## src/rtl/tape_recorder.sv

```systemverilog
// tape_recorder: cassette-write encoder for the PET core.
// Measures the interval between falling edges of cass_write in CPU cycles
// (ce_1m ticks, frozen while the motor is off) and writes it to memory as a
// TAP v1 pulse stream through an ack-paced byte write port.
//
// Build option: define TAPE_REC_HEADER_EN to emit the 20-byte TAP header
// ("C64-TAPE-RAW", version, reserved, little-endian length patched at the
// end). Without it the raw pulse stream starts at BASE_ADDR+0.
//
// Ports:
//   clk, reset_n           clock, asynchronous active-low reset
//   ce_1m                  CPU clock enable, one tick per PET cycle
//   rec                    recording level (rise starts, fall stops)
//   cass_write             PET cassette write line
//   cass_motor_n           motor control, 0 = on; counter frozen while high
//   mem_addr/mem_dout      write byte address / data
//   mem_we / mem_ack       write request held until the single-cycle ack
//   busy                   recording, drain or length patch in progress
//   length                 pulse-data bytes written in current/last recording
//   overflow               sticky: one or more pulses were dropped
module tape_recorder #(
    parameter logic [24:0] BASE_ADDR  = 25'h0,
    parameter int          FIFO_DEPTH = 8
) (
    input  logic        clk,
    input  logic        reset_n,
    input  logic        ce_1m,
    input  logic        rec,
    input  logic        cass_write,
    input  logic        cass_motor_n,
    output logic [24:0] mem_addr,
    output logic [7:0]  mem_dout,
    output logic        mem_we,
    input  logic        mem_ack,
    output logic        busy,
    output logic [23:0] length,
    output logic        overflow
);

    localparam int AW = $clog2(FIFO_DEPTH);
    localparam logic [AW:0] PTR_ONE = 1;

    localparam logic [2:0] S_IDLE = 3'd0;
    localparam logic [2:0] S_DATA = 3'd2;
    localparam logic [2:0] S_DONE = 3'd4;
`ifdef TAPE_REC_HEADER_EN
    localparam logic [2:0] S_HDR  = 3'd1;
    localparam logic [2:0] S_LEN  = 3'd3;

    function automatic logic [7:0] hdr_byte(input logic [3:0] i);
        case (i)
            4'd0:    hdr_byte = 8'h43;  // C
            4'd1:    hdr_byte = 8'h36;  // 6
            4'd2:    hdr_byte = 8'h34;  // 4
            4'd3:    hdr_byte = 8'h2D;  // -
            4'd4:    hdr_byte = 8'h54;  // T
            4'd5:    hdr_byte = 8'h41;  // A
            4'd6:    hdr_byte = 8'h50;  // P
            4'd7:    hdr_byte = 8'h45;  // E
            4'd8:    hdr_byte = 8'h2D;  // -
            4'd9:    hdr_byte = 8'h52;  // R
            4'd10:   hdr_byte = 8'h41;  // A
            4'd11:   hdr_byte = 8'h57;  // W
            4'd12:   hdr_byte = 8'h01;  // TAP version 1
            default: hdr_byte = 8'h00;
        endcase
    endfunction
`endif

    // ---------------- input edge detection ----------------
    logic cw_q, cw_prev_q, rec_q;
    logic fall, rec_rise;

    always_ff @(posedge clk or negedge reset_n) begin
        if (!reset_n) begin
            cw_q      <= 1'b1;
            cw_prev_q <= 1'b1;
            rec_q     <= 1'b0;
        end else begin
            cw_q      <= cass_write;
            cw_prev_q <= cw_q;
            rec_q     <= rec;
        end
    end

    assign fall     = cw_prev_q & ~cw_q;
    assign rec_rise = rec & ~rec_q;

    // ---------------- interval measurement ----------------
    logic        act_q;     // measurement window open (rec held since accepted rise)
    logic        armed_q;
    logic [23:0] cnt_q;
    logic        push, push_long;
    logic [7:0]  short_v;
    logic [24:0] push_data;

    assign push      = act_q & armed_q & fall;
    assign push_long = |cnt_q[23:11];
    assign short_v   = (cnt_q[10:3] == 8'd0) ? 8'd1 : cnt_q[10:3];
    assign push_data = push_long ? {1'b1, cnt_q} : {1'b0, 16'h0, short_v};

    always_ff @(posedge clk or negedge reset_n) begin
        if (!reset_n) begin
            armed_q <= 1'b0;
            cnt_q   <= 24'd0;
        end else if (!act_q) begin
            // Closing the window throws away any partial interval.
            armed_q <= 1'b0;
            cnt_q   <= 24'd0;
        end else if (fall) begin
            armed_q <= 1'b1;
            cnt_q   <= {23'd0, ce_1m};  // the tick in the edge cycle opens the new interval
        end else if (armed_q && ce_1m && !cass_motor_n && cnt_q != 24'hFFFFFF) begin
            cnt_q   <= cnt_q + 24'd1;
        end
    end

    // ---------------- pulse FIFO ----------------
    logic [24:0] fifo_q [FIFO_DEPTH];
    logic [AW:0] wp_q, rp_q;
    logic        empty, full, pop, push_ok, drop;
    logic [24:0] head;

    assign empty   = (wp_q == rp_q);
    assign full    = (wp_q[AW] != rp_q[AW]) && (wp_q[AW-1:0] == rp_q[AW-1:0]);
    assign push_ok = push && (!full || pop);
    assign drop    = push && full && !pop;
    assign head    = fifo_q[rp_q[AW-1:0]];

    always_ff @(posedge clk) begin
        if (push_ok) fifo_q[wp_q[AW-1:0]] <= push_data;
    end

    always_ff @(posedge clk or negedge reset_n) begin
        if (!reset_n) begin
            wp_q <= '0;
            rp_q <= '0;
        end else begin
            if (push_ok) wp_q <= wp_q + PTR_ONE;
            if (pop)     rp_q <= rp_q + PTR_ONE;
        end
    end

    // ---------------- byte writer ----------------
    logic [2:0]  state_q;
    logic        we_q, ovf_q;
    logic [24:0] addr_q;
    logic [7:0]  dout_q;
    logic [3:0]  idx_q;     // header / data / length byte index
    logic [23:0] len_q;
    logic        head_long, last_byte, fits;
    logic [7:0]  data_byte;

    assign head_long = head[24];
    assign last_byte = !head_long || (idx_q[1:0] == 2'd3);
    assign fits      = head_long ? (len_q <= 24'hFFFFFB) : (len_q != 24'hFFFFFF);

    // The head entry stays in the FIFO until its last byte is acknowledged,
    // so the entry being written still occupies a slot.
    assign pop = (state_q == S_DATA) && !empty &&
                 ((we_q && mem_ack && last_byte) ||
                  (!we_q && idx_q == 4'd0 && !fits));

    always_comb begin
        data_byte = head[7:0];
        if (head_long) begin
            case (idx_q[1:0])
                2'd0:    data_byte = 8'h00;
                2'd1:    data_byte = head[7:0];
                2'd2:    data_byte = head[15:8];
                default: data_byte = head[23:16];
            endcase
        end
    end

    always_ff @(posedge clk or negedge reset_n) begin
        if (!reset_n) begin
            state_q <= S_IDLE;
            we_q    <= 1'b0;
            addr_q  <= BASE_ADDR;
            dout_q  <= 8'h00;
            idx_q   <= 4'd0;
            len_q   <= 24'd0;
            ovf_q   <= 1'b0;
            act_q   <= 1'b0;
        end else begin
            if (!rec)
                act_q <= 1'b0;
            else if (state_q == S_IDLE && rec_rise)
                act_q <= 1'b1;

            case (state_q)
                S_IDLE: if (rec_rise) begin
                    len_q  <= 24'd0;
                    ovf_q  <= 1'b0;
                    idx_q  <= 4'd0;
                    addr_q <= BASE_ADDR;
`ifdef TAPE_REC_HEADER_EN
                    state_q <= S_HDR;
`else
                    state_q <= S_DATA;
`endif
                end
`ifdef TAPE_REC_HEADER_EN
                S_HDR: begin
                    if (we_q) begin
                        if (mem_ack) begin
                            we_q <= 1'b0;
                            if (idx_q == 4'd15) begin
                                state_q <= S_DATA;
                                idx_q   <= 4'd0;
                                addr_q  <= BASE_ADDR + 25'd20;  // skip the length field
                            end else begin
                                idx_q  <= idx_q + 4'd1;
                                addr_q <= addr_q + 25'd1;
                            end
                        end
                    end else begin
                        we_q   <= 1'b1;
                        dout_q <= hdr_byte(idx_q);
                    end
                end
                S_LEN: begin
                    if (we_q) begin
                        if (mem_ack) begin
                            we_q   <= 1'b0;
                            addr_q <= addr_q + 25'd1;
                            if (idx_q == 4'd3) state_q <= S_DONE;
                            else               idx_q   <= idx_q + 4'd1;
                        end
                    end else begin
                        we_q <= 1'b1;
                        case (idx_q[1:0])
                            2'd0:    dout_q <= len_q[7:0];
                            2'd1:    dout_q <= len_q[15:8];
                            2'd2:    dout_q <= len_q[23:16];
                            default: dout_q <= 8'h00;
                        endcase
                    end
                end
`endif
                S_DATA: begin
                    if (we_q) begin
                        if (mem_ack) begin
                            we_q   <= 1'b0;
                            addr_q <= addr_q + 25'd1;
                            len_q  <= len_q + 24'd1;
                            idx_q  <= last_byte ? 4'd0 : idx_q + 4'd1;
                        end
                    end else if (!empty) begin
                        if (idx_q != 4'd0 || fits) begin
                            we_q   <= 1'b1;
                            dout_q <= data_byte;
                        end else begin
                            ovf_q  <= 1'b1;  // entry discarded by pop, no room left
                        end
                    end else if (!act_q) begin
`ifdef TAPE_REC_HEADER_EN
                        state_q <= S_LEN;
                        idx_q   <= 4'd0;
                        addr_q  <= BASE_ADDR + 25'd16;
`else
                        state_q <= S_DONE;
`endif
                    end
                end
                S_DONE:  state_q <= S_IDLE;
                default: state_q <= S_IDLE;
            endcase

            if (drop) ovf_q <= 1'b1;
        end
    end

    assign mem_addr = addr_q;
    assign mem_dout = dout_q;
    assign mem_we   = we_q;
    assign busy     = (state_q != S_IDLE);
    assign length   = len_q;
    assign overflow = ovf_q;

endmodule

```

## config.mk

```make
export PLATFORM = sky130hd
export DESIGN_NAME = tape_recorder
export DESIGN_NICKNAME = d
export VERILOG_FILES = /design/src/rtl/tape_recorder.sv
export SDC_FILE = /design/constraint.sdc
export NUM_CORES = 1
export LEC_CHECK = 0
export ABC_AREA = 1
export CAP_MARGIN = 20
export CORE_UTILIZATION = 61
export DETAILED_ROUTE_END_ITERATION = 8
export GPL_TIMING_DRIVEN = 1
export PLACE_DENSITY = 0.86
export SYNTH_ARGS = -nofsm -noshare
export SYNTH_HDL_FRONTEND = slang
export SYNTH_SLANG_ARGS = --single-unit
```

## constraint.sdc

```tcl
create_clock -name clk -period 3.3 [get_ports clk]
set_input_delay 0.66 -clock clk [delete_from_list [all_inputs] [get_ports clk]]
set_output_delay 0.66 -clock clk [all_outputs]
set_load 0.05 [all_outputs]
```

# Word-level counts from Yosys, hierarchy flattened
# Memories as Yosys holds them, arrays and structs flattened.
# Cells that the tools add are included.
# word_totals
regBits	103
latch_bits	0
mem_bits_rw	200
rom_bits	0
in_bits	7
output_inout_bits	60
wordCells	133
n_memories	1
# memory_table
name	depth	width	rd	rd_ports_with_merged_regs	write_ports	line	rtl
fifo_q	8	25	1	0	1	119	logic [24:0] fifo_q [FIFO_DEPTH];
# classes
n_addsub	6
n_mul	0
div_mod_pow	0
order_cmp	1
eq_ne	22
n_shift	0
mux	42
n_bitwise	8
n_reduce_logical	38
# op_table
cell	count
$mux W24	6
$mux W25	4
$pmux W25 S2	1
$add A24 B1 Y24 const B	2
$ne A24 B24 Y1 const B	2
$pmux W24 S2	1
$add A25 B1 Y25 const B	1
$le A24 B24 Y1 const B	1
$pmux W8 S3	1
$mux W1	16
$mux W4	4
$mux W8	2
$logic_and A1 B1 Y1	14
$ne A2 B2 Y1 const B	7
$reduce_or A13 Y1	1
$add A4 B1 Y4 const B	3
$mux W3	4
$ne A3 B3 Y1 const B	4
$reduce_and A4 Y1	3
$logic_not A8 Y1	1
$pmux W4 S2	1
$logic_not A1 Y1	7
$pmux W3 S2	1
$reduce_bool A3 Y1	2
18 further kinds	28

# Longest topological paths before layout
# Gate-level depths: netlist of the first run.
# depth
depth_word	10
mapped_depth	14
ltp_nobuf	13

# Least setup slack after synthesis of the first run
# Ideal clock, no wire load.
# synth_path
kind	reg-to-reg
start	reg len_q[13], in the netlist length[13]
end	mem fifo_q[1][0] (enable)
setup_time_ps	407
arrival_time_ps	2814
required_ps	2893
setup_slack_ps	79
stages_incl_launch_ff	13
n_path_buf	0
synth_period_minus_slack_ps	3221
path_cell_list	dfrtp_1 -> nand2_1 -> inv_1 -> nand3_1 -> nor2_2 -> nand2_2 -> nor2_4 -> nand3_2 -> nand2_2 -> nand2_4 -> nand2_4 -> nand3_2 -> nor2_1
# synth_via
elab_chain_len	10
word_cells_on_any_way	11
cone_classes	1 x order compare; 1 x eq/ne; 3 x mux; 6 x reduce/logical
# synth_lines
element	line	rtl
from (decl)	150	logic [23:0] len_q;
from (signal assigned)	247	len_q <= len_q + 24'd1;
$le A24 B24 Y1 or $ne A24 B24 Y1 (tied branches)	156	assign fits = head_long ? (len_q <= 24'hFFFFFB) : (len_q != 24'hFFFFFF);
$mux W1 (*)	156	
$logic_not A1 Y1 (*)	162	(!we_q && idx_q == 4'd0 && !fits));
$logic_and A1 B1 Y1 (*)	162	
$logic_or A1 B1 Y1 (*)	161	((we_q && mem_ack && last_byte) ||
$logic_and A1 B1 Y1 (*)	160	assign pop = (state_q == S_DATA) && !empty &&
$logic_or A1 B1 Y1 (*)	126	assign push_ok = push && (!full || pop);
$logic_and A1 B1 Y1 (*)	126	
$mux W1 (*)	131	if (push_ok) fifo_q[wp_q[AW-1:0]] <= push_data;
$mux W1 (not written as such) (*)	131	
to (decl)	119	
# Every way passes the cells marked *; elsewhere a longest branch is shown, timed or not.

# Worst setup path in the final report of the first run
# layout_path
start	reg rp_q[0]
end	reg dout_q[7], in the netlist mem_dout[7]
# layout_via
elab_chain_len	4
word_cells_on_any_way	8
cone_classes	1 x eq/ne; 3 x mux; 1 x bitwise; 2 x reduce/logical; 1 x memory
# layout_lines
element	line	rtl
from (decl)	120	logic [AW:0] wp_q, rp_q;
from (signal assigned)	140	if (pop) rp_q <= rp_q + PTR_ONE;
$mem_v2 Z8 W25	n/a	
$mux W1	156	
$logic_or A1 B1 Y1	251	if (idx_q != 4'd0 || fits) begin
$reduce_and A4 Y1 (no source line)	n/a	
to (signal assigned)	253	dout_q <= data_byte;
to (decl)	148	logic [7:0] dout_q;
# Parallel ways exist; a longest one is shown, timed or not.
# A chain may end at the register's enable or synchronous reset.

==> results of run 1 <==
state kept, by name (all words and copies together) (netlist names):
name       cells
length        24
rp_q           4
act_q          1
idx_q          4
armed_q        1
mem_dout       8
state_q        2
rec_q          1
cnt_q         24
mem_we         1
cw_prev_q      1
wp_q           4
fifo_q       200
mem_addr      25
cw_q           1
overflow       1
area by class of cell:
type,instances,area (um2)
Clock buffer,42,920
Sequential cell,302,8560
Inverter,122,463
Clock inverter,14,178
Multi-Input combinational cell,968,4790
Fill cell,1516,6410
Tap cell,285,357
Timing Repair Buffer,103,961
cell families (layout without fill, tap and decap cells):
group / Yosys count / count (layout) / synth area share
flops: 302 / 302 / 0.606
simple gates: 650 / 650 / 0.202
compound gates: 280 / 280 / 0.110
mux: 1 / 1 / 0.000709
fa+ha+maj: 9 / 9 / 0.00797
buf+inv: 192 / 281 / 0.0555
xor+xnor: 28 / 28 / 0.0174
through the flow:
step / hold slack [ns] / instance area (um2) / cells / setup WS (ns)
6_report: 0.234 / 16200 / 1836 / 0.609
5_1_grt: 0.318 / 16200 / 1836 / 0.427
3_3_place_gp: 0.356 / 15100 / 1780 / 0.595
4_1_cts: 0.278 / 16200 / 1836 / 0.648
2_1_floorplan: 0.354 / 14100 / 1462 / 0.0790
3_5_place_dp: 0.357 / 15100 / 1780 / 0.494
cell usage in the layout, fill, tap and decap left out, drive strengths merged, types with 2 or more instances in the layout:
cell type,instances
nand4,24
xor2,20
bufinv,4
nor4,7
edfxtp,200
o221ai,2
dfrtp,100
o21ai,169
clkbuf,42
ha,9
a21oi,46
xnor2,8
or2,2
nor2,224
a31oi,2
o211ai,31
dfstp,2
clkinv,10
buf,38
o22ai,14
inv,120
nand2,271
nor3,39
o21a,3
o31ai,6
nor3b,2
a22oi,2
clkdlybuf4s50,65
clkinvlp,2
nand3,79
synthesized netlist by cell type, types with 2 or more instances:
library cell and n:
o21a_1 3, nor2_2 13, inv_2 7, dfstp_2 2, nor3_1 33, nor2_4 3
nor3_2 4, nand2_1 261, buf_1 2, clkbuf_1 41, ha_1 9, inv_1 112
edfxtp_1 200, nor2_1 208, o21ai_1 21, o211ai_1 31, nand3_2 4, nand2_4 4
nand4_1 24, xnor2_1 8, a21oi_1 46, nor4_1 7, dfrtp_1 100, xor2_1 20
o22ai_1 14, clkinv_1 2, a22oi_1 2, a31oi_1 2, buf_6 2, nor3_4 2
o31ai_1 6, nor3b_1 2, nand2_2 6, o221ai_1 2, nand3_1 74, o21ai_0 147
buf_2 20, buf_4 5, or2_2 2
power by group:
| part | internal [mW] | switching, mW | total [mW] |
|---|---|---|---|
| Combinational | 1.06 | 2.68 | 3.74 |
| Clock | 2.25 | 1.42 | 3.67 |
| Sequential | 4.18 | 0.215 | 4.40 |
| Total | 7.49 | 4.31 | 11.8 |
final timing paths:
kind / end / slack (ns) / cells past startpoint / startpoint
max in group asynchronous: cw_prev_q$_DFF_PN1_ / 2.26 / 2 / reset_n
hold reg to reg: cw_prev_q$_DFF_PN1_ / 0.36 / 0 / cw_q$_DFF_PN1_
hold / removal: mem_dout[4]$_DFFE_PN0P_ / 0.23 / 1 / reset_n
setup reg to reg: mem_dout[7]$_DFFE_PN0P_ / 0.61 / 12 / rp_q[0]$_DFFE_PN0P_
min in group clk: cw_prev_q$_DFF_PN1_ / 0.36 / 0 / cw_q$_DFF_PN1_
setup / recovery: mem_dout[7]$_DFFE_PN0P_ / 0.61 / 12 / rp_q[0]$_DFFE_PN0P_
routing by layer:
layer,up-vias,routed length (um),global-route usage
li1,5134,-,-
met5,-,0,0
met1,5370,14300,0.411
met3,108,2960,0.0406
met4,0,1450,0.144
met2,593,17400,0.514
==> qor.txt, run 1 <==
Type of origin of the critical path -> flop
Worst EP arrival -> 3.18 ns
Synthesized area per cell -> 9.66 um2
Largest net degree at the start of global routing -> 97
LEAKAGE -> 6.30 nW
Root Driver -> clkbuf_16
Antenna cell count -> 0
VDD IR max -> 0.000779 V
Crit. End Element -> flop
Crit path max fanout -> 96
Share of cells above drive strength 1 -> 0.0941
Area delta synth->final -> 14.9%
Post-synth top area cell -> edfxtp_1
Num CTS Buffers -> 30
Die area -> 0.0238 mm2
Status -> finished clean
Clock slew at reported path FFs -> 0.06 ns
Primary FF master, synth -> edfxtp_1
IO Pins -> 67
Mapped Area -> 0.0141 mm2
Type of the worst setup path -> reg2reg
Cell variety after synth -> 50
# setup viols final -> 0
Post-synth EDFFs -> 200
Post-synthesis cell count -> 1462
CTS Buffer Depth -> 3
First drt pass iteration count -> 5
Post-Route WL -> 36100 um
Post-CTS Resized -> 0
Number of warnings issued by yosys -> 0
CTS tree -> built
Setup bufs post-CTS -> 0
Die height -> 154 um
# DRC -> 0
Worst path buffer plus inverter count -> 2
# rows -> 55
Pwr Total -> 11.8 mW
Worst EP required -> 3.79 ns
Hpwl dp -> 22400 um
Max_cap viols -> 0
Routed Antenna Nets -> 0
First-pass GRT wire length -> 57300 um
TNS Setup -> 0 ns
Clock Skew -> 0.0109 ns
Asr flop ratio synth -> 0.338
Hold_buf cts -> 0
Synthesized Nets -> 1478
Vias -> 11205
Chip width -> 154 um
Pwr dens -> 727 mW/mm2
Seq/Total Area, Yosys -> 0.606
Worst path max stage delay -> 0.74 ns
Grt ovf -> 0
Number of global-route vias before repair -> 10918
Global Route Usage Sum -> 0.310
Slew headroom -> 0.364
Slowest-stage cell, CP -> buf_4
Cell mode on critical path -> nand2_1
Post-Route Utilization -> 0.717
Post-route minimum period -> 2.69 ns
Clock sink total -> 302
Drt wl/cell -> 19.7 um
Initial antenna violation count -> 0
Final nets -> 1543
Least-Margin Pin Slew -> 0.953 ns
Class of the worst hold path -> in2async
Drt via density -> 6.10
H-Tree Depth -> 1
Synth top area share -> 0.425
Top delay family on crit path -> buffers and inverters
Ranking of synthesized cells by area -> edfxtp_1 43%, dfrtp_1 18%, nand2_1 6.9%, nor2_1 5.5%, o21ai_0 5.2%
Port buffer count -> 66
Gpl congestion -> 0.937
FF+latch count, synth -> 302
Max-slew violations -> 0
Maximum clock rate -> 0.372 GHz
Worst skew pair latency -> 0.56 ns
Final Hold Viols -> 0
CORE AREA -> 0.0226 mm2
Tcrit/Tclk final -> 0.816
First DRT Iteration DRCs -> 1119
CP cell instances -> inv_2, buf_4, o21ai_0, o22ai_1, nand2_1, nand2_1, nand2_1, nand2_1, nand2_1, nand2_1, nand2_1, nand2_1
RSZ-0062 raised after global routing -> false
Initial Utilization -> 0.624
(Power assumes the default switching activity.)
==> inputs of run 2 (changes only) <==
==> constraint.sdc (replaced) <==
create_clock -name clk -period 2.6 [get_ports clk]
set_input_delay 0.52 -clock clk [delete_from_list [all_inputs] [get_ports clk]]
set_output_delay 0.52 -clock clk [all_outputs]
set_load 0.05 [all_outputs]
==> run 2 against run 1 <==
Effect of this change: largest cell class unchanged; hold slack better by 0.13 ns; via count rose by 0.51%; final cell count increased by 1.3%; clock power rose by 28%; critical path type is now reg2out; clock-buffer cell count fell by 7; critical path depth is 10 lower.
==> qor.txt, run 2 (same netlist as run 1, synthesis figures left out) <==
First drt pass iteration count -> 5 (unchanged)
Fill cells -> 1518 (+0.13%)
Tcrit/Tclk final -> 0.949
CTS Buffer Depth -> 3 (unchanged)
Clock slew at reported path FFs -> 0.07 ns (about the same)
Clock Skew -> 0.0241 ns (+0.0132 ns)
Max_cap viols -> 0 (unchanged)
Chip width -> 154 um (unchanged)
Worst EP arrival -> 1.95 ns (-1.23 ns)
First DRT Iteration DRCs -> 1324 (+18%)
Gpl congestion -> 0.924 (-1.4%)
# DRC -> 0 (unchanged)
Worst EP required -> 2.08 ns (-1.71 ns)
Root Driver -> clkbuf_16
Worst skew pair latency -> 0.58 ns (+0.02 ns)
CTS tree -> built
CP Capture Point -> length[4]
Setup bufs post-CTS -> 0 (unchanged)
Share of cells above drive strength 1 -> 0.103 (+0.00872)
Die area -> 0.0238 mm2 (unchanged)
Final Hold Viols -> 0 (unchanged)
Drt via density -> 6.05 (-0.79%)
Final instance area -> 0.0165 mm2 (+1.6%)
# setup viols final -> 0 (unchanged)
Status -> finished clean
Multi-input gate area -> 0.00480 mm2 (+0.10%)
GRT met2 Usage -> 0.518 (+0.00390)
FF-to-FF setup slack -> 0.15 ns (-0.46 ns)
# rows -> 55 (unchanged)
Initial Utilization -> 0.624 (unchanged)
GRT busiest layer -> met2
Antenna cell count -> 0 (unchanged)
Worst R2R Path Depth -> 13 (+1)
Number of global-route vias before repair -> 10875 (-0.39%)
Largest net degree at the start of global routing -> 76 (-22%)
Pwr dens -> 917 mW/mm2 (+26%)
Min Hold Slack -> 0.363 ns (+0.129 ns)
Total placed cells including tap cells -> 1801 (+1.2%)
Post-route minimum period -> 2.47 ns
H-Tree Depth -> 1 (unchanged)
Met3 Resource Use GR -> 0.0389 (-0.00168)
Clock sink total -> 302 (unchanged)
Hpwl dp -> 23700 um (+5.7%)
Max reg flops -> 200 (unchanged)
Crit. Startpoint -> length[4]$_DFFE_PN0P_
Slew headroom -> 0.221 (-0.143)
Commonest cells after routing, fill and taps aside -> 261 x nand2_1, 204 x nor2_1, 200 x edfxtp_1
Die height -> 154 um (unchanged)
LEAKAGE -> 6.43 nW (+2.1%)
Routed Antenna Nets -> 0 (unchanged)
Maximum clock rate -> 0.405 GHz
Final nets -> 1566 (+1.5%)
RSZ-0062 raised after global routing -> false
Type of origin of the critical path -> flop
Crit Reg-Reg Startpoint -> rp_q[0]$_DFFE_PN0P_
Finished Layout Cells -> 1860 (+1.3%)
Port buffer count -> 66 (unchanged)
Post-Route WL -> 36700 um (+1.6%)
Initial antenna violation count -> 0 (unchanged)
Grt ovf -> 0 (unchanged)
Area delta synth->final -> 16.8%
Max-slew violations -> 0 (unchanged)
Vias -> 11262 (+0.51%)
Sequential cell area -> 0.00856 mm2 (unchanged)
Pwr Total -> 15.1 mW (+28%)
DP Area -> 0.0154 mm2 (+1.8%)
IO Pins -> 67 (unchanged)
Drt wl/cell -> 19.7 um (+0.33%)
CORE AREA -> 0.0226 mm2 (unchanged)
DP Worst Slack -> 0.0913 ns (-0.403 ns)
Class of the worst hold path -> in2reg
Final setup margin -> 0.132 ns (-0.477 ns)
Commonest non-fill, non-tap cell in the layout -> nand2_1
Num CTS Buffers -> 31 (+3.3%)
Reg-to-reg endpoint -> fifo_q[6][14]$_DFFE_PP_
Global Route Usage Sum -> 0.315 (+0.00459)
Crit. End Element -> output port
Crit path max fanout -> 6 (-94%)
First-pass GRT wire length -> 57900 um (+1.1%)
M1 GR Usage -> 0.437 (+0.0262)
Least-Margin Pin Slew -> 1.16 ns (+0.202 ns)
Type of the worst setup path -> reg2out
VDD IR max -> 0.000720 V (-7.5%)
[run 2: changes by cell type in the layout (fill, tap and decap cells not counted), moves of 2 or more]
cell / previous run / this run
buf_12: 2 / 11
clkinv_1: 3 / 9
bufinv_16: 4 / 6
buf_4: 36 / 48
clkbuf_8: 6 / 0
clkbuf_16: 33 / 31
[run 2: stage by stage]
stage / util / TNS (ns)
floorplan: - / -40.43
global placement: 0.681 / 0
finish: 0.729 / 0
global route: 0.729 / 0
detailed placement: 0.681 / 0
CTS: 0.728 / 0
[run 2: final cells by class]
cell class,count,area share
clock inverter,23,0.0171
clock buffer,35,0.0479
timing repair buffer,125,0.0754
multi-input combinational,968,0.291
inverter,122,0.0281
tap,285,0.0216
sequential,302,0.519
[run 2: worst max-delay path, cell delays in order, from the launching register on]
cell	delay, ns
dfrtp_1	0.38
buf_4	0.17
clkdlybuf4s50_1	0.82
[run 2: routing by layer]
| metal | part of all wire | up-vias |
|---|---|---|
| met2 | 0.48 | 608 |
| met5 | 0 | - |
| met3 | 0.085 | 89 |
| met4 | 0.032 | 0 |
| li1 | - | 5180 |
| met1 | 0.40 | 5385 |
[run 2: worst min path at each step]
stage,start,to,slack [ns],cells past startpoint
finish,cass_write,cw_q$_DFF_PN1_,0.36,1
detailed placement,cw_q$_DFF_PN1_,cw_prev_q$_DFF_PN1_,0.36,0
global placement,cw_q$_DFF_PN1_,cw_prev_q$_DFF_PN1_,0.36,0
global route,cass_write,cw_q$_DFF_PN1_,0.37,1
floorplan,reset_n,act_q$_DFFE_PN0P_,0.22,0
CTS,cass_write,cw_q$_DFF_PN1_,0.34,1
[run 2: what timing repair did]
item,4_1_cts,5_1_grt
endpoints found under the setup margin,0,1
hold buffers,1,0
resized for setup,0,1
endpoints found under the hold margin,34,0
[run 2: power by group]
group	switching, mW	internal, mW	leakage [nW]
registers	0.297	5.31	3.27
clock network	1.89	2.79	0.522
logic	3.39	1.46	2.64
==> inputs of run 3 (changes only) <==
--- a/config.mk
+++ b/config.mk
@@ -5,9 +5,8 @@
 export SDC_FILE = /design/constraint.sdc
 export NUM_CORES = 1
 export LEC_CHECK = 0
-export ABC_AREA = 1
 export CAP_MARGIN = 20
-export CORE_UTILIZATION = 61
+export CORE_UTILIZATION = 60
 export DETAILED_ROUTE_END_ITERATION = 8
 export GPL_TIMING_DRIVEN = 1
 export PLACE_DENSITY = 0.86
==> run 3 against run 2 <==
Effect of this change: the flow now finishes with violations (setup timing); final area shrank 3.4%; die area shrank 6.4%; synthesized cell count shrank 40%; sequential share of layout area grew 2.0 points; critical path depth grew 9; first-iteration DRC count shrank 22%; worst setup slack lost 0.21 ns; utilization grew 2.5 points; combinational power shrank 15%; maximum frequency shrank 8.0%; critical endpoint is now fifo_q[0][14]$_DFFE_PP_.
==> qor.txt, run 3 <==
Failing checks -> setup timing
Synthesized Nets -> 886 (-40%)
LEAKAGE -> 5.71 nW (-11%)
Root Driver -> clkbuf_16
Count leader, synth -> edfxtp_1
# DRC -> 0 (unchanged)
Final Hold Viols -> 0 (unchanged)
Max-slew violations -> 0 (unchanged)
Drt via density -> 6.56 (+8.4%)
First-pass GRT wire length -> 48300 um (-17%)
# setup viols final -> 82 (+82)
Asr flop ratio synth -> 0.338 (unchanged)
Post-Route WL -> 34000 um (-7.3%)
Post-Synth Simple-Gate Area -> 0.115 (-0.0875)
Final nets -> 1039 (-34%)
Class of the worst hold path -> reg2reg
Global Route Usage Sum -> 0.293 (-0.0221)
Grt ovf -> 0 (unchanged)
Number of warnings issued by yosys -> 0 (unchanged)
Max_cap viols -> 0 (unchanged)
Post-route minimum period -> 2.68 ns (+0.214 ns)
Crit. End Element -> flop
FF+latch count, synth -> 302 (unchanged)
First drt pass iteration count -> 6 (+1)
Status -> complete, but fails checks
DP Worst Slack -> -0.0751 ns (-0.166 ns)
Worst EP required -> 2.86 ns (+0.78 ns)
Type of the worst setup path -> reg2reg
Pwr dens -> 854 mW/mm2 (-6.9%)
Gpl congestion -> 0.799 (-14%)
Max reg flops -> 200 (unchanged)
Area delta synth->final -> 22.6%
VDD IR max -> 0.000703 V (-2.4%)
Worst skew pair latency -> 0.55 ns (-0.03 ns)
Crit path max fanout -> 7 (+1)
Slew headroom -> 0.644 (+0.423)
Commonest cells after routing, fill and taps aside -> 200 x edfxtp_1, 79 x dfrtp_1, 76 x buf_4
Initial antenna violation count -> 0 (unchanged)
Type of origin of the critical path -> flop
Worst EP arrival -> 2.94 ns (+0.99 ns)
Seq/Total Area, Yosys -> 0.659 (+0.0527)
Tcrit/Tclk final -> 1.03 (+0.0824)
Die height -> 149 um (-3.2%)
Post-synthesis cell count -> 870 (-40%)
Die area -> 0.0223 mm2 (-6.4%)
First DRT Iteration DRCs -> 1035 (-22%)
Synth Area in Adders -> 0.00866 (+0.000693)
CORE AREA -> 0.0212 mm2 (-6.6%)
Synth top area share -> 0.462 (+0.0370)
H-Tree Depth -> 1 (unchanged)
Clock Skew -> 0.0139 ns (-0.0102 ns)
Final setup margin -> -0.0825 ns (-0.214 ns)
Chip width -> 149 um (-3.2%)
Initial Utilization -> 0.614 (-0.00957)
Clock slew at reported path FFs -> 0.07 ns (about the same)
Pwr Total -> 13.6 mW (-10%)
Commonest non-fill, non-tap cell in the layout -> edfxtp_1
Synthesized area per cell -> 14.9 um2 (+55%)
Largest net degree at the start of global routing -> 61 (-20%)
CTS Buffer Depth -> 3 (unchanged)
Mapped Area -> 0.0130 mm2 (-8.0%)
RSZ-0062 raised after global routing -> true
Share of cells above drive strength 1 -> 0.266 (+0.163)
Least-Margin Pin Slew -> 0.532 ns (-0.624 ns)
Cell variety after synth -> 67 (+34%)
CTS tree -> built
# rows -> 53 (-3.6%)
Ranking of synthesized cells by area -> edfxtp_1 46%, dfrtp_1 19%, mux4_2 8.3%, xnor2_1 2.5%, mux2i_1 2.3%
Primary FF master, synth -> edfxtp_1
Hold Path Origin -> cw_q$_DFF_PN1_
Clock sink total -> 302 (unchanged)
Port buffer count -> 66 (unchanged)
Maximum clock rate -> 0.373 GHz (-8.0%)
IO Pins -> 67 (unchanged)
Compound-Gate Fraction of Synth Area -> 0.0373 (-0.0728)
Main combinational cell family by area after synthesis -> multiplexers
Crit. Startpoint -> rp_q[0]$_DFFE_PN0P_
Antenna cell count -> 0 (unchanged)
Synth Area in XOR/XNOR -> 0.0425 (+0.0251)
Routed Antenna Nets -> 0 (unchanged)
Vias -> 8671 (-23%)
Most frequent cells after synthesis -> 200 x edfxtp_1, 100 x dfrtp_1, 70 x nor2_1, 48 x mux4_2, 48 x nand2_1
Mux contribution to synthesized area -> 0.120 (+0.120)
Crit Reg-Reg Startpoint -> rp_q[0]$_DFFE_PN0P_
Drt wl/cell -> 25.8 um (+31%)
Number of global-route vias before repair -> 8513 (-22%)
Hpwl dp -> 18600 um (-21%)
Num CTS Buffers -> 29 (-6.5%)
Post-synth top area cell -> edfxtp_1
Post-synth EDFFs -> 200 (unchanged)
run 3: worst paths after layout:
check                      slack, ns                 endpoint  cells past startpoint
setup / recovery               -0.08  fifo_q[0][14]$_DFFE_PP_                     11
hold / removal                  0.37      cw_prev_q$_DFF_PN1_                      0
setup reg to reg               -0.08  fifo_q[0][14]$_DFFE_PP_                     11
hold reg to reg                 0.37      cw_prev_q$_DFF_PN1_                      0
max in group asynchronous       1.51           cw_q$_DFF_PN1_                      3
min in group asynchronous       0.41  mem_addr[0]$_DFFE_PN0P_                      2
run 3: cells by family after synthesis:
logic type	after synthesis
flops	302
simple gates	276
compound gates	71
xor+xnor	63
mux	94
fa+ha+maj	9
buf+inv	55
run 3: critical path: stages, from the launching register on:
cell	delay, ns
dfrtp_2	0.52
buf_6	0.14
mux2i_2	0.22
a22oi_2	0.12
and3_4	0.21
o41ai_2	0.22
buf_4	0.19
nor2_4	0.07
buf_6	0.15
nor4_4	0.17
buf_6	0.20
clkbuf_16	0.18
run 3: power breakdown:
group          internal, mW  total [mW]  switching (mW)
sequential             5.26        5.53           0.271
clock                  2.16        3.97            1.81
combinational          1.85        4.10            2.26
run 3: layer usage:
| metal | part of all wire | vias to the layer above | global-route usage |
|---|---|---|---|
| li1 | - | 3606 | - |
| met1 | 0.36 | 4385 | 0.380 |
| met3 | 0.088 | 107 | 0.0541 |
| met2 | 0.51 | 573 | 0.493 |
| met5 | 0 | - | 0 |
| met4 | 0.043 | 0 | 0.113 |
run 3: repair_timing:
action | CTS | global route
setup buffers | 5 | 5
pin swaps | 3 | 2
endpoints found under the setup margin | 162 | 193
cloned | 1 | 6
hold buffers | 1 | 0
hold endpoints to repair | 21 | 0
resized for setup | 8 | 17
run 3: layout make-up:
class | count | area [um2]
Clock inverter | 23 | 163
Inverter | 11 | 45.0
Fill cell | 1089 | 5220
Tap cell | 275 | 344
Timing Repair Buffer | 166 | 1670
Clock buffer | 31 | 733
Multi-Input combinational cell | 513 | 4390
Sequential cell | 302 | 8590
run 3: per-stage QoR:
step / std cells / cell area [um2] / setup TNS [ns] / hold slack [ns] / util
after CTS: 1310 / 15700 / 0 / 0.363 / 0.742
after detailed placement: 1249 / 14700 / -0.840 / 0.360 / 0.695
after floorplan: 870 / 13100 / -59.13 / 0.224 / -
after global placement: 1249 / 14700 / -0.0533 / 0.358 / 0.695
final: 1321 / 15900 / -2.32 / 0.372 / 0.753
after global routing: 1321 / 15900 / -8.69 / 0.381 / 0.753
